==> src/rtl/mem_copy_dma.sv <==
// mem_copy_dma
// ----------------------------------------------------------------------------
// Memory-port initiator that copies a block of 32-bit words from a source to
// a destination byte address over a single-port RAM request interface with
// 1-cycle read latency. Each word takes two cycles: a read of the source
// pointer followed by a write of the returned data to the destination pointer.
//
// Parameters:
//   ADDR_WIDTH  byte-address width of the RAM port (pointers wrap modulo 2^W)
//   LEN_WIDTH   width of the word-count input
//
// Ports:
//   clk_i       clock, rising edge
//   rst_ni      asynchronous active-low reset
//   start_i     copy request, sampled only while idle
//   src_addr_i  source byte address (word-aligned)
//   dst_addr_i  destination byte address (word-aligned)
//   len_i       number of words to copy
//   busy_o      high from the first cycle after an accepted start through done
//   done_o      one-cycle completion pulse
//   err_o       sticky misalignment flag, cleared by the next accepted start
//   csum_o      running modulo-2^32 sum of written words (optional)
//   en_o/addr_o/we_o/be_o/wdata_o  RAM request
//   rdata_i     RAM read data, valid the cycle after a read request
//
// Configuration:
//   MEM_COPY_DMA_CSUM_EN  when defined, builds the checksum register; when
//                         undefined, csum_o is tied to zero.
// ----------------------------------------------------------------------------
module mem_copy_dma #(
  parameter int ADDR_WIDTH = 8,
  parameter int LEN_WIDTH  = 7
) (
  input  logic                  clk_i,
  input  logic                  rst_ni,
  input  logic                  start_i,
  input  logic [ADDR_WIDTH-1:0] src_addr_i,
  input  logic [ADDR_WIDTH-1:0] dst_addr_i,
  input  logic [LEN_WIDTH-1:0]  len_i,
  output logic                  busy_o,
  output logic                  done_o,
  output logic                  err_o,
  output logic [31:0]           csum_o,
  output logic                  en_o,
  output logic [ADDR_WIDTH-1:0] addr_o,
  output logic                  we_o,
  output logic [3:0]            be_o,
  output logic [31:0]           wdata_o,
  input  logic [31:0]           rdata_i
);

  typedef enum logic [1:0] {
    IDLE  = 2'd0,
    READ  = 2'd1,
    WRITE = 2'd2,
    DONE  = 2'd3
  } state_e;

  localparam logic [ADDR_WIDTH-1:0] WORD_STEP = ADDR_WIDTH'(4);
  localparam logic [LEN_WIDTH-1:0]  ONE_WORD  = LEN_WIDTH'(1);

  state_e                state_q, state_d;
  logic [ADDR_WIDTH-1:0] src_q, src_d;
  logic [ADDR_WIDTH-1:0] dst_q, dst_d;
  logic [LEN_WIDTH-1:0]  cnt_q, cnt_d;
  logic                  err_q, err_d;
  logic                  misaligned;

  assign misaligned = (src_addr_i[1:0] != 2'b00) || (dst_addr_i[1:0] != 2'b00);

  // State, pointer, count and error registers.
  always_ff @(posedge clk_i or negedge rst_ni) begin
    if (!rst_ni) begin
      state_q <= IDLE;
      src_q   <= '0;
      dst_q   <= '0;
      cnt_q   <= '0;
      err_q   <= 1'b0;
    end else begin
      state_q <= state_d;
      src_q   <= src_d;
      dst_q   <= dst_d;
      cnt_q   <= cnt_d;
      err_q   <= err_d;
    end
  end

  // Next-state and RAM request decode. Outputs come straight from the
  // current state so an asynchronous reset drops the request immediately.
  always_comb begin
    state_d = state_q;
    src_d   = src_q;
    dst_d   = dst_q;
    cnt_d   = cnt_q;
    err_d   = err_q;
    busy_o  = 1'b0;
    done_o  = 1'b0;
    en_o    = 1'b0;
    we_o    = 1'b0;
    addr_o  = '0;
    wdata_o = '0;

    unique case (state_q)
      IDLE: begin
        if (start_i) begin
          src_d = src_addr_i;
          dst_d = dst_addr_i;
          cnt_d = len_i;
          err_d = 1'b0;
          if (misaligned) begin
            err_d   = 1'b1;
            state_d = DONE;
          end else if (len_i == '0) begin
            state_d = DONE;
          end else begin
            state_d = READ;
          end
        end
      end

      READ: begin
        busy_o  = 1'b1;
        en_o    = 1'b1;
        addr_o  = src_q;
        state_d = WRITE;
      end

      WRITE: begin
        busy_o  = 1'b1;
        en_o    = 1'b1;
        we_o    = 1'b1;
        addr_o  = dst_q;
        // Read data from the previous cycle is forwarded without a holding
        // register; this is what keeps throughput at one word per two cycles.
        wdata_o = rdata_i;
        src_d   = src_q + WORD_STEP;
        dst_d   = dst_q + WORD_STEP;
        cnt_d   = cnt_q - ONE_WORD;
        state_d = (cnt_q == ONE_WORD) ? DONE : READ;
      end

      DONE: begin
        busy_o  = 1'b1;
        done_o  = 1'b1;
        state_d = IDLE;
      end

      default: begin
        state_d = IDLE;
      end
    endcase
  end

  assign be_o  = en_o ? 4'hF : 4'h0;
  assign err_o = err_q;

`ifdef MEM_COPY_DMA_CSUM_EN
  logic [31:0] csum_q, csum_d;

  // Checksum accumulates every word as it is written and clears on an
  // accepted start; it therefore holds its final value from DONE onward.
  always_comb begin
    csum_d = csum_q;
    if (state_q == IDLE && start_i) begin
      csum_d = 32'h0;
    end else if (state_q == WRITE) begin
      csum_d = csum_q + rdata_i;
    end
  end

  always_ff @(posedge clk_i or negedge rst_ni) begin
    if (!rst_ni) begin
      csum_q <= 32'h0;
    end else begin
      csum_q <= csum_d;
    end
  end

  assign csum_o = csum_q;
`else
  assign csum_o = 32'h0;
`endif

endmodule

==> config.mk <==
export PLATFORM = sky130hd
export DESIGN_NAME = mem_copy_dma
export DESIGN_NICKNAME = d
export VERILOG_FILES = /design/src/rtl/mem_copy_dma.sv
export SDC_FILE = /design/constraint.sdc
export NUM_CORES = 1
export LEC_CHECK = 0
export ABC_AREA = 1
export CELL_PAD_IN_SITES_DETAIL_PLACEMENT = 1
export CELL_PAD_IN_SITES_GLOBAL_PLACEMENT = 2
export CORE_MARGIN = 2
export CORE_UTILIZATION = 16
export CTS_CLUSTER_SIZE = 16
export DETAILED_ROUTE_END_ITERATION = 16
export PLACE_DENSITY = 0.72
export RECOVER_POWER = 25
export SLEW_MARGIN = 20
export SYNTH_ARGS = -nofsm -noshare
export SYNTH_HDL_FRONTEND = slang
export SYNTH_SLANG_ARGS = --single-unit
==> constraint.sdc <==
create_clock -name clk_i -period 1.4 [get_ports clk_i]
set_input_delay 0.28 -clock clk_i [delete_from_list [all_inputs] [get_ports clk_i]]
set_output_delay 0.28 -clock clk_i [all_outputs]
set_load 0.02 [all_outputs]
==> metrics.txt <==
fraction of registers with async set/reset=100%; Filler Cell Count=1664; Cell Chain, Critical Path=inv_2 -> buf_6 -> ha_4 -> clkinvlp_4 -> buf_12 -> a21oi_4 -> buf_6; clock slew at reported path FFs=0.07 ns; Max Fclk=0.522 GHz; gpl congestion=0.788; vias after detailed routing=2772; die area=0.0155 sq mm; DRC=0; CP Launch Type=flop; largest net degree at the start of global routing=27; IO Port Bufs=106; most used cell, CP=buf_6; period utilization=137%; Longest Clk Path Bufs=2; Worst Slack Setup Final=-0.515 ns; share of cells above drive strength 1=47.3%; Synth top area share=28.1%; Final Critical Period=1.91 ns; EDFF count, synth=0; Syn Std Cell Area=0.00232 sq mm; Pleak=0.00245 uW; gr usage total=12.5%; Final ANT Viol Nets=0; Worst path max stage delay=0.39 ns; syn_area_per_cell=6.42 sq um; Crit Path Max Fanout=8; Synth area leaders=dfrtp_1 (28%), nand2_1 (21%), buf_4 (12%); cell family with most CP delay=buffers and inverters; drt total wl=9940 um; Max Slew Vio Count=0; WP data required=1.12 ns; final non-filler cell total=704; status=finished, violations left; latest clock arrival within the worst-skew pair=0.26 ns; Peak VDD IR=1640 uV; worst min-delay path class=reg -> reg; Max Cap Viol=0; Iteration-0 DRC Markers=80; Synth Register Bits=26; Synth-to-Final Area Change=108%; Site Rows=43; CP max-delay cell=dfrtp_1; DP HPWL=6550 um; unrepaired setup endpoints after global routing=yes; Clock Skews=0.00154 ns; WL/cell=14.1 um; Setup WS pre-CTS=-0.703 ns; number of vias per cell=3.94; DIE WIDTH=124 um; Fin. Hold Viols=0; most frequent cells after synthesis=nand2_1 (130), inv_1 (57), buf_4 (38); CTS buffer count=3; final hold slack=0.498 ns; CTS Hold Bufs=0; PwrDens=2420 mW/mm^2; worst rel slew slack=48.5%; vias in the first global route=3147; first-pass GRT wire length=16000 um; Mapped Cells=361; failing checks=setup timing; register area share after synthesis=28.1%; Synth area leader=dfrtp_1; Starting Density=16.6%; top_reg_cell synth=dfrtp_1; Crit path arrival time=1.63 ns; CTS Sinks=26; num ports=139; CP Class=reg -> out; Netlist cell types=31; Die H=124 um; htree depth=1; CTS tree=done; ant diodes=0; core area=0.0140 sq mm; Crit. End Element=output pin; top-count cell post-synth=nand2_1; initial antenna violation count=0; yosys warns=0; Pwr Total=11700 uW; grt ovf=0; Setup violations, final=73; CTS root buffer=clkbuf_16; Detailed Routing Iterations Pass 1=4; # nets final=592; placed insts=665; Slew @ Worst Pin=0.773 ns; Buf+Inv Stages, Crit Path=5; setup_tns=-29.08 ns
[metrics by stage]
| step | util [%] | area (sq um) |
|---|---|---|
| floorplan | - | 2690 |
| global placement | 27.9 | 3900 |
| detailed placement | 27.9 | 3900 |
| CTS | 33.2 | 4640 |
| global route | 34.4 | 4810 |
| finish | 34.4 | 4810 |
[cell families (layout without fill, tap and decap cells)]
| logic type | Yosys count | count (layout) | synth area share [%] |
|---|---|---|---|
| buffers and inverters | 108 | 240 | 25.1 |
| other | 1 | 32 | 0.162 |
| AOI/OAI and AO/OA | 41 | 41 | 10.6 |
| xor gates and xnor gates | 3 | 3 | 1.13 |
| muxes | 1 | 1 | 0.486 |
| and+or+nand+nor | 172 | 172 | 29.6 |
| DFF | 26 | 26 | 28.1 |
| adders and majority gates | 9 | 9 | 4.86 |
[flip-flops by register name, summed over array words and instances (netlist names)]
register and cells:
state_q 2, cnt_q 7, src_q 8, err_o 1
dst_q 8
[final cells by class]
| cell class | instances | area [sq um] | share of cell area, % |
|---|---|---|---|
| clock inverters | 1 | 30.0 | 0.625 |
| clock buffers | 3 | 75.1 | 1.56 |
| repair buffers | 176 | 1890 | 39.4 |
| flip-flops and latches | 26 | 651 | 13.5 |
| well taps | 180 | 225 | 4.68 |
| inverters | 59 | 240 | 5.00 |
| repair inverters | 1 | 11.3 | 0.234 |
| multi-input cells | 258 | 1680 | 35.0 |
[repair_timing]
action,in CTS,in global routing
pin swaps,24,9
endpoints found under the hold margin,0,0
setup endpoints to repair,73,74
resized for setup,370,42
buffers inserted,28,5
gates cloned,6,2
[cells in the final DEF, fill, tap and decap left out, types with 2 or more instances in the layout]
| cell type | Yosys | routed |
|---|---|---|
| a21oi_2 | 0 | 2 |
| a21oi_4 | 0 | 8 |
| a31oi_2 | 2 | 2 |
| buf_12 | 0 | 7 |
| buf_16 | 0 | 3 |
| buf_4 | 38 | 39 |
| buf_6 | 3 | 63 |
| buf_8 | 0 | 2 |
| clkbuf_16 | 0 | 5 |
| clkdlybuf4s50_1 | 0 | 56 |
| conb_1 | 1 | 32 |
| dfrtp_1 | 26 | 26 |
| ha_1 | 9 | 4 |
| ha_4 | 0 | 4 |
| inv_1 | 57 | 21 |
| inv_2 | 1 | 35 |
| inv_8 | 0 | 3 |
| nand2_1 | 130 | 84 |
| nand2_2 | 0 | 21 |
| nand2_4 | 1 | 26 |
| nand3_1 | 15 | 11 |
| nand3_2 | 0 | 4 |
| nand4_1 | 2 | 2 |
| nor2_1 | 20 | 16 |
| nor2_2 | 2 | 3 |
| nor2_4 | 0 | 3 |
| o21ai_0 | 19 | 3 |
| o21ai_1 | 2 | 8 |
| o21ai_2 | 1 | 10 |
| o21ai_4 | 1 | 2 |
| o22ai_1 | 2 | 2 |
| xor2_1 | 2 | 2 |
[final timing paths]
check / start / endpoint / slack (ns) / depth (start not counted)
max in group asynchronous: rst_ni / src_q[7]$_DFFE_PN0P_ / 0.29 / 2
worst max register to register: state_q[0]$_DFFE_PN0P_ / cnt_q[2]$_DFFE_PN0P_ / -0.50 / 12
worst min-delay path: dst_q[1]$_DFFE_PN0P_ / dst_q[1]$_DFFE_PN0P_ / 0.50 / 2
min in group asynchronous: rst_ni / dst_q[0]$_DFFE_PN0P_ / 0.61 / 2
worst min register to register: dst_q[1]$_DFFE_PN0P_ / dst_q[1]$_DFFE_PN0P_ / 0.50 / 2
worst max-delay path: state_q[0]$_DFFE_PN0P_ / addr_o[7] / -0.51 / 7
[power by group]
group	switching [uW]	internal, uW
clock	287	570
combinational	4850	4560
sequential	267	1130
total	5400	6260
[layer usage]
layer / vias to the layer above / part of all wire (%) / GRT usage (%)
met5: - / 0 / 0
met4: 0 / 0.89 / 3.30
met3: 8 / 4.5 / 1.98
met2: 93 / 53 / 23.1
met1: 1319 / 42 / 14.8
li1: 1352 / - / -
[worst min-delay path, stage by stage (launching register included)]
cell     delay [ns]
dfrtp_1        0.35
nand2_1        0.07
o21ai_2        0.05
Power figures use the tool's default switching activity.
